### src/rtl/sound_generator_burst.sv
// Burst-pattern square-wave generator: Repeat+1 tone bursts of programmable period/duty, separated by gaps.
// Optional macro SOUND_GENERATOR_BURST_COUNT_EN adds BurstIndex_o (0-based index of the current burst).
module sound_generator_burst #(
  parameter int CLOCK_HZ   = 10_000_000,
  parameter int DURATION_W = 16,
  parameter int PERIOD_W   = 16,
  parameter int REPEAT_W   = 8
) (
  input  logic                  clk,
  input  logic                  rst_n,
  input  logic                  Start_i,
  input  logic                  Finish_i,
  input  logic [DURATION_W-1:0] Duration_ms_i,
  input  logic [DURATION_W-1:0] Gap_ms_i,
  input  logic [PERIOD_W-1:0]   Period_us_i,
  input  logic [PERIOD_W-1:0]   HighTime_us_i,
  input  logic [REPEAT_W-1:0]   Repeat_i,
`ifdef SOUND_GENERATOR_BURST_COUNT_EN
  output logic [REPEAT_W-1:0]   BurstIndex_o,
`endif
  output logic                  SoundWave_o,
  output logic                  Busy_o,
  output logic                  Done_o
);
  localparam int US_DIV = CLOCK_HZ / 1_000_000;
  localparam int US_W   = (US_DIV > 1) ? $clog2(US_DIV) : 1;
  localparam int MS_W   = DURATION_W + 1;

  typedef enum logic [1:0] {S_IDLE, S_TONE, S_GAP, S_DONE} state_e;

  state_e                state_q, state_d;
  logic [DURATION_W-1:0] dur_q, dur_d, gap_q, gap_d;
  logic [PERIOD_W-1:0]   per_q, per_d, high_q, high_d;
  logic [REPEAT_W-1:0]   rep_q, rep_d, burst_q, burst_d;
  logic [US_W-1:0]       us_cnt_q, us_cnt_d;
  logic [9:0]            ms_us_q, ms_us_d;
  logic [MS_W-1:0]       ms_cnt_q, ms_cnt_d;
  logic [PERIOD_W-1:0]   per_cnt_q, per_cnt_d;

  logic            accept, busy, us_tick, ms_tick, phase_end, more, restart, tone_reentry;
  logic [MS_W-1:0] phase_len;

  always_comb begin
    accept    = Start_i && (state_q == S_IDLE || state_q == S_DONE);
    busy      = (state_q == S_TONE) || (state_q == S_GAP);
    us_tick   = busy && (us_cnt_q == US_W'(US_DIV - 1));
    ms_tick   = us_tick && (ms_us_q == 10'd999);
    phase_len = (state_q == S_TONE) ? {1'b0, dur_q} : {1'b0, gap_q};
    phase_end = ms_tick && ((ms_cnt_q + MS_W'(1)) == phase_len);
    more      = (burst_q != rep_q);
    // Every state entry (including TONE->TONE) restarts the timebase.
    restart   = accept || (busy && (Finish_i || phase_end));
  end

  // State register
  always_ff @(posedge clk or negedge rst_n) begin
    if (!rst_n) state_q <= S_IDLE;
    else        state_q <= state_d;
  end

  // Next-state logic
  always_comb begin
    state_d = state_q;
    case (state_q)
      S_IDLE, S_DONE: begin
        if (accept) state_d = (Duration_ms_i == '0) ? S_DONE : S_TONE;
        else        state_d = S_IDLE;
      end
      S_TONE: begin
        if (Finish_i)       state_d = S_DONE;
        else if (phase_end) state_d = !more ? S_DONE : ((gap_q != '0) ? S_GAP : S_TONE);
      end
      S_GAP: begin
        if (Finish_i)       state_d = S_DONE;
        else if (phase_end) state_d = S_TONE;
      end
      default: state_d = S_IDLE;
    endcase
  end

  // Output logic
  always_comb begin
    Busy_o      = busy;
    Done_o      = (state_q == S_DONE);
    // Out-of-range duty (Period=0, HighTime=0 or HighTime>=Period) keeps the pin silent.
    SoundWave_o = (state_q == S_TONE) && (high_q < per_q) && (per_cnt_q < high_q);
  end

`ifdef SOUND_GENERATOR_BURST_COUNT_EN
  assign BurstIndex_o = burst_q;
`endif

  always_comb begin
    tone_reentry = busy && !Finish_i && phase_end && (state_d == S_TONE);
    dur_d     = dur_q;
    gap_d     = gap_q;
    per_d     = per_q;
    high_d    = high_q;
    rep_d     = rep_q;
    burst_d   = burst_q;
    us_cnt_d  = us_cnt_q;
    ms_us_d   = ms_us_q;
    ms_cnt_d  = ms_cnt_q;
    per_cnt_d = per_cnt_q;

    if (accept) begin
      dur_d   = Duration_ms_i;
      gap_d   = Gap_ms_i;
      per_d   = Period_us_i;
      high_d  = HighTime_us_i;
      rep_d   = Repeat_i;
      burst_d = '0;
    end else if (tone_reentry) begin
      burst_d = burst_q + REPEAT_W'(1);
    end

    if (restart) begin
      us_cnt_d  = '0;
      ms_us_d   = '0;
      ms_cnt_d  = '0;
      per_cnt_d = '0;
    end else if (busy) begin
      us_cnt_d = us_tick ? '0 : us_cnt_q + US_W'(1);
      if (us_tick) begin
        ms_us_d = (ms_us_q == 10'd999) ? 10'd0 : ms_us_q + 10'd1;
        if (state_q == S_TONE)
          per_cnt_d = ((per_cnt_q + PERIOD_W'(1)) == per_q) ? '0 : per_cnt_q + PERIOD_W'(1);
      end
      if (ms_tick) ms_cnt_d = ms_cnt_q + MS_W'(1);
    end
  end

  always_ff @(posedge clk or negedge rst_n) begin
    if (!rst_n) begin
      dur_q     <= '0;
      gap_q     <= '0;
      per_q     <= '0;
      high_q    <= '0;
      rep_q     <= '0;
      burst_q   <= '0;
      us_cnt_q  <= '0;
      ms_us_q   <= '0;
      ms_cnt_q  <= '0;
      per_cnt_q <= '0;
    end else begin
      dur_q     <= dur_d;
      gap_q     <= gap_d;
      per_q     <= per_d;
      high_q    <= high_d;
      rep_q     <= rep_d;
      burst_q   <= burst_d;
      us_cnt_q  <= us_cnt_d;
      ms_us_q   <= ms_us_d;
      ms_cnt_q  <= ms_cnt_d;
      per_cnt_q <= per_cnt_d;
    end
  end

endmodule

### config.mk
export PLATFORM = sky130hd
export DESIGN_NAME = sound_generator_burst
export DESIGN_NICKNAME = d
export VERILOG_FILES = /design/src/rtl/sound_generator_burst.sv
export SDC_FILE = /design/constraint.sdc
export NUM_CORES = 1
export LEC_CHECK = 0
export ABC_CLOCK_PERIOD_IN_PS = 3300
export CORE_ASPECT_RATIO = 0.75
export CORE_UTILIZATION = 64
export DETAILED_ROUTE_END_ITERATION = 10
export DONT_BUFFER_PORTS = 1
export HOLD_SLACK_MARGIN = 0.1
export PLACE_DENSITY = 0.87
export SLEW_MARGIN = 40
export SYNTH_ARGS = -nofsm -noshare
export SYNTH_HDL_FRONTEND = slang
export SYNTH_SLANG_ARGS = --single-unit
### constraint.sdc
create_clock -name clk -period 3.3 [get_ports clk]
set_clock_uncertainty 0.05 [all_clocks]
set_input_delay 0.66 -clock clk [delete_from_list [all_inputs] [get_ports clk]]
set_output_delay 0.66 -clock clk [all_outputs]
set_load 0.01 [all_outputs]
Word-level counts from Yosys, hierarchy flattened
Cells that the tools add are included.
W data, S select, Z words.
{"block": "totals", "ff_bits": 129, "latchBits": 0, "ramBits": 0, "mem_bits_ro": 0, "inputBits": 76, "output_inout_bits": 3, "elab_cells": 81, "memories": 0}
{"block": "op_classes", "add_sub_neg": 5, "n_mul": 0, "n_div": 0, "n_lt_le_gt_ge": 2, "n_eq_ne": 9, "shifts": 0, "muxes": 27, "n_bitwise": 0, "n_reduce_logical": 27}
{"cell": "$mux W16", "count": 6}
{"cell": "$mux W17", "count": 3}
{"cell": "$mux W10", "count": 4}
{"cell": "$lt A16 B16 Y1", "count": 2}
{"cell": "$add A17 B1 Y17 const B", "count": 1}
{"cell": "$eq A17 B16 Y1", "count": 1}
{"cell": "$add A16 B1 Y16 const B", "count": 1}
{"cell": "$eq A16 B16 Y1", "count": 1}
{"cell": "$logic_not A16 Y1", "count": 1}
{"cell": "$mux W2", "count": 8}
{"cell": "$mux W8", "count": 2}
{"cell": "$reduce_bool A16 Y1", "count": 1}
{"cell": "$mux W4", "count": 3}
{"cell": "$add A10 B1 Y10 const B", "count": 1}
{"cell": "$eq A10 B10 Y1 const B", "count": 1}
{"cell": "$logic_and A1 B1 Y1", "count": 10}
{"cell": "$reduce_bool A2 Y1", "count": 5}
{"cell": "$add A8 B1 Y8 const B", "count": 1}
{"cell": "$ne A8 B8 Y1", "count": 1}
{"cell": "$pmux W2 S3", "count": 1}
{"cell": "$add A4 B1 Y4 const B", "count": 1}
{"cell": "$eq A2 B1 Y1 const B", "count": 2}
{"cell": "$eq A2 B2 Y1 const B", "count": 2}
{"cell": "$eq A4 B4 Y1 const B", "count": 1}
{"cell": "other kinds (6)", "count": 10}

Longest topological paths before layout
{"block": "logic_depth", "depth_word": 12, "ltp_mapped": 14, "mapped_depth_nobuf": 11}

Worst setup path before layout
OpenSTA, ideal clock, no wires.
{"block": "synth_path", "kind": "reg2reg", "startpoint": "reg state_q[1]", "endpoint": "reg burst_q[6]", "setup_time_ns": 0.078, "t_arrival_ns": 2.827, "required_ns": 3.172, "path_slack_ns": 0.344, "path_stages_with_launch": 14, "path_buffers": 2, "synth_period_minus_slack_ns": 2.956, "cell_sequence": "dfrtp_1 inv_1 ha_1 buf_6 buf_6 mux2i_1 mux2i_1 mux2i_1 o22a_1 nor4_1 and2_4 nand3_4 or4_1 a21oi_1"}
{"block": "synth_via", "elab_chain_cells": 11, "word_cells_on_any_way": 25, "cone_classes": "eq/ne: 5; mux: 8; reduce/logical: 12"}
{"item": "start: declaration", "line_no": "31", "source": "state_e state_q, state_d;"}
{"item": "start signal: assignment", "line_no": "58", "source": "else state_q <= state_d;"}
{"item": "branches (longest 11 deep; another with $eq A17 B16 Y1)"}
{"item": "end signal: assignment", "line_no": "151", "source": "burst_q <= burst_d;"}
{"item": "end: declaration", "line_no": "34", "source": "logic [REPEAT_W-1:0] rep_q, rep_d, burst_q, burst_d;"}
Several ways; the timed one is not identified.
A chain may end at the register's enable or synchronous reset.

Worst setup path after layout
{"block": "layout_path", "startpoint": "reg per_cnt_q[1]", "endpoint": "out SoundWave_o"}
{"block": "layout_via", "elab_chain_cells": 2}
{"item": "start: declaration", "line_no": "38", "source": "logic [PERIOD_W-1:0] per_cnt_q, per_cnt_d;"}
{"item": "start signal: assignment", "line_no": "155", "source": "per_cnt_q <= per_cnt_d;"}
{"item": "$lt A16 B16 Y1", "line_no": "86", "source": "SoundWave_o = (state_q == S_TONE) && (high_q < per_q) && (per_cnt_q < high_q);"}
{"item": "$logic_and A1 B1 Y1", "line_no": "86"}
{"item": "end: declaration", "line_no": "21", "source": "output logic SoundWave_o,"}
Every way passes these cells.

==> summary.md <==
| Metric | Value |
|---|---|
| Slowest cell on the critical path | `dfrtp_1` |
| Critical Path Most Common Cell | `a21o_1` |
| Total track usage | `roughly 33%` |
| Syn Area/Cell | `8.75 µm²` |
| Setup CP Type | `flop to primary output` |
| Minimum hold slack | `-0.127 ns` |
| Grt total ovfl | `0` |
| Buffers on Ports | `0` |
| Fillers | `approximately 730` |
| Max-slew violations | `0` |
| Dpl cells | `approximately 1k` |
| Final Hold Fails | `around 130` |
| Post-synth top flop | `dfrtp_1` |
| Post-synthesis sequential element count | `around 130` |
| Worst Path Max Fanout | `2` |
| Status | `finished, violations left` |
| Failing checks | `negative hold slack` |
| Maximum vdd drop | `~0.6 mV` |
| Die area | `between 10,000 and 15,000 µm²` |
| WL final | `19,500 µm` |
| Row count | `33` |
| Post-synth top area cell | `dfrtp_1` |
| Worst min path class | `primary input to async pin` |
| Clk slew on worst S/H paths | `around 0.060 ns` |
| Area Growth Syn to Fin | `13.9%` |
| Seq/Total Area, Yosys | `a little over two fifths` |
| H-tree depth | `4` |
| Post-route DRC violation count | `0` |
| CP Data Arrival Time | `approximately 2.6 ns` |
| Total Power | `7.22 mW` |
| CTS tree | `yes` |
| Worst-margin pin slew | `between 0.6 and 0.7 ns` |
| Post-synth ARST share | `100%` |
| Number of global-route vias before repair | `around 6k` |
| Cell Area, Synth | `between 7000 and 8000 µm²` |
| Count of flip-flops with a built-in enable after synthesis | `0` |
| Top cells by area, synth | `dfrtp_1 (43%), nand2_1 (9.6%), ha_1 (6.5%)` |
| Final #Nets | `about 990` |
| Post-synth net total | `~970` |
| Power density cells | `approximately 840 nW/µm²` |
| Die height | `between 90 and 100 µm` |
| Max_slew headroom | `56.7%` |
| Clk sinks | `129` |
| Die width | `around 130 µm` |
| Worst EP required | `~2.6 ns` |
| # setup viols final | `0` |
| Yosys cell types | `53` |
| Crit. End Element | `primary output` |
| RSZ-0062 raised after global routing | `yes` |
| CORE AREA | `11,200 µm²` |
| Non-filler cells, final | `between 1k and 1.5k` |
| Post-route ant nets | `0` |
| Static Leak | `a little under 4 nW` |
| Max-Cap Viols | `0` |
| Crit path largest cell delay | `approximately 0.43 ns` |
| Most frequent cells in the layout | `nand2_1 (193), dfrtp_1 (127), nor2_1 (54), o21ai_0 (53), xnor2_1 (49)` |
| Clock Latency Late Sink | `0.43 ns` |
| RePlAce Congestion | `around 0.95` |
| Crit path time final | `3.26 ns` |
| DP HPWL | `~13,000 µm` |
| Root Driver | `clkbuf_16` |
| IO Count | `79` |
| Most common cell after layout, fill and taps aside | `nand2_1` |
| Initial antenna violation count | `0` |
| CP Cell Sequence | `ha_4, a21o_1, a21o_1, a21o_1, a21oi_2, nor2b_1, o21ai_1, a21oi_1, nor4_1, buf_4` |
| First-pass GRT wire length | `30,500 µm` |
| Syn Inst Count | `859` |
| Warnings from Yosys | `0` |
| 1st-pass router iterations | `6` |
| Largest net degree at the start of global routing | `130` |
| Drt wl/cell | `18.7 µm` |
| Initial DRC count | `672` |
| TritonCTS buffer count | `17` |
| # diodes | `0` |
| Startpoint Class | `flop` |
| Fraction of layout cells with a size suffix above 1 | `about an eighth` |
| Longest Clk Path Bufs | `2` |
| Starting Density | `approximately 67%` |
| Total number of vias | `around 6.4k` |
| Synth top area share | `between 40 and 50%` |
| Period utilisation layout | `a little over nine tenths` |
| FMAX | `0.307 GHz` |
| Vias per std cell | `a little over 6` |
==> worst max-delay path: cells and delay by family (launching register included) <==
kind | cells | cell delay (ns)
flip-flops | 1 | 0.43
AO/OA/AOI/OAI | 6 | 0.92
AND/OR/NAND/NOR | 2 | 0.34
buffers and inverters | 1 | 0.18
adder cells (fa/ha/maj) | 1 | 0.25
==> final timing paths <==
kind | from | end | slack, ns | cells after the start
worst max-delay path | per_cnt_q[1] | SoundWave_o | 0.04 | 10
worst min-delay path | rst_n | per_q[11] | -0.13 | 0
worst max register to register | state_q[1] | burst_q[5] | 0.16 | 14
worst min register to register | dur_q[0] | dur_q[0] | 0.44 | 2
max in group asynchronous | rst_n | rep_q[6] | 3.14 | 0
min in group clk | Gap_ms_i[15] | gap_q[15] | 0.28 | 2
==> metal layers <==
layer / vias to the layer above / part of all wire [%] / GRT usage [%]
met5: - / 0 / 0
met4: 0 / 1.8 / 11.9
met3: 40 / 9.7 / 7.12
met2: 359 / 45 / 48.9
met1: 3069 / 44 / 46.9
li1: 2959 / - / -
==> what timing repair did <==
| action | CTS | global route |
|---|---|---|
| buffers inserted | 1 | 11 |
| cloned | 0 | 0 |
| gates resized for setup | 5 | 26 |
| hold endpoints to repair | 129 | 129 |
| setup endpoints to repair | 14 | 26 |
| pin swaps | 2 | 16 |
==> per-stage QoR <==
| stage | hold WS [ns] | utilization, % | instance area (µm²) | setup WS (ns) | TNS (ns) |
|---|---|---|---|---|---|
| 2_1_floorplan | 0.314 | - | 7520 | 0.344 | 0 |
| 3_3_place_gp | 0.318 | 69.3 | 7750 | 0.0369 | 0 |
| 4_1_cts | -0.134 | 74.5 | 8330 | 0.00119 | 0 |
| 6_report | -0.127 | 76.5 | 8560 | 0.0416 | 0 |
| 3_5_place_dp | 0.317 | 69.3 | 7750 | -0.155 | -0.653 |
| 5_1_grt | -0.142 | 76.5 | 8560 | -0.0681 | -0.0865 |
==> kinds of logic after synthesis <==
logic type / Yosys count / synth area share [%]
muxes: 23 / 3.10
xor gates and xnor gates: 84 / 9.79
adders and majority gates: 39 / 6.49
buffers and inverters: 80 / 4.33
AOI/OAI and AO/OA: 126 / 9.77
and+or+nand+nor: 378 / 23.6
DFF: 129 / 42.9
==> registers in the layout, summed over array words and instances (netlist names) <==
register	count
state_q	2
high_q	16
per_cnt_q	16
rep_q	8
per_q	16
ms_us_q	10
gap_q	16
ms_cnt_q	17
burst_q	8
dur_q	16
us_cnt_q	4
==> where the power goes <==
group	switching [mW]	internal (mW)
Clock	0.812	0.994
Sequential	0.383	2.04
Combinational	1.73	1.26
Total	2.93	4.29
==> cell type report <==
cell class | count | area, µm² | share of cell area [%]
Clock buffer | 17 | 425 | 4.97
Multi-Input combinational cell | 650 | 4120 | 48.2
Tap cell | 157 | 196 | 2.29
Inverter | 41 | 154 | 1.80
Clock inverter | 15 | 139 | 1.62
Timing Repair Buffer | 37 | 294 | 3.43
Sequential cell | 129 | 3230 | 37.7
==> cells in the mapped netlist, drive strengths merged, types with 2 or more instances <==
library cell  instances
nand2               193
dfrtp               129
nor2                 55
o21ai                55
xnor2                49
inv                  41
ha                   39
xor2                 35
a21oi                30
clkbuf               30
nand3                23
mux2i                21
nand4                21
nor4                 20
nor3                 15
a21o                 10
a31oi                10
buf                   9
and3                  8
nand2b                7
nor2b                 7
and4                  6
or2                   6
or3                   5
nand3b                4
o2111ai               4
and2                  3
o31ai                 3
a211oi                2
a41oi                 2
mux2                  2
nand4b                2
or4                   2
(Power assumes the default switching activity.)
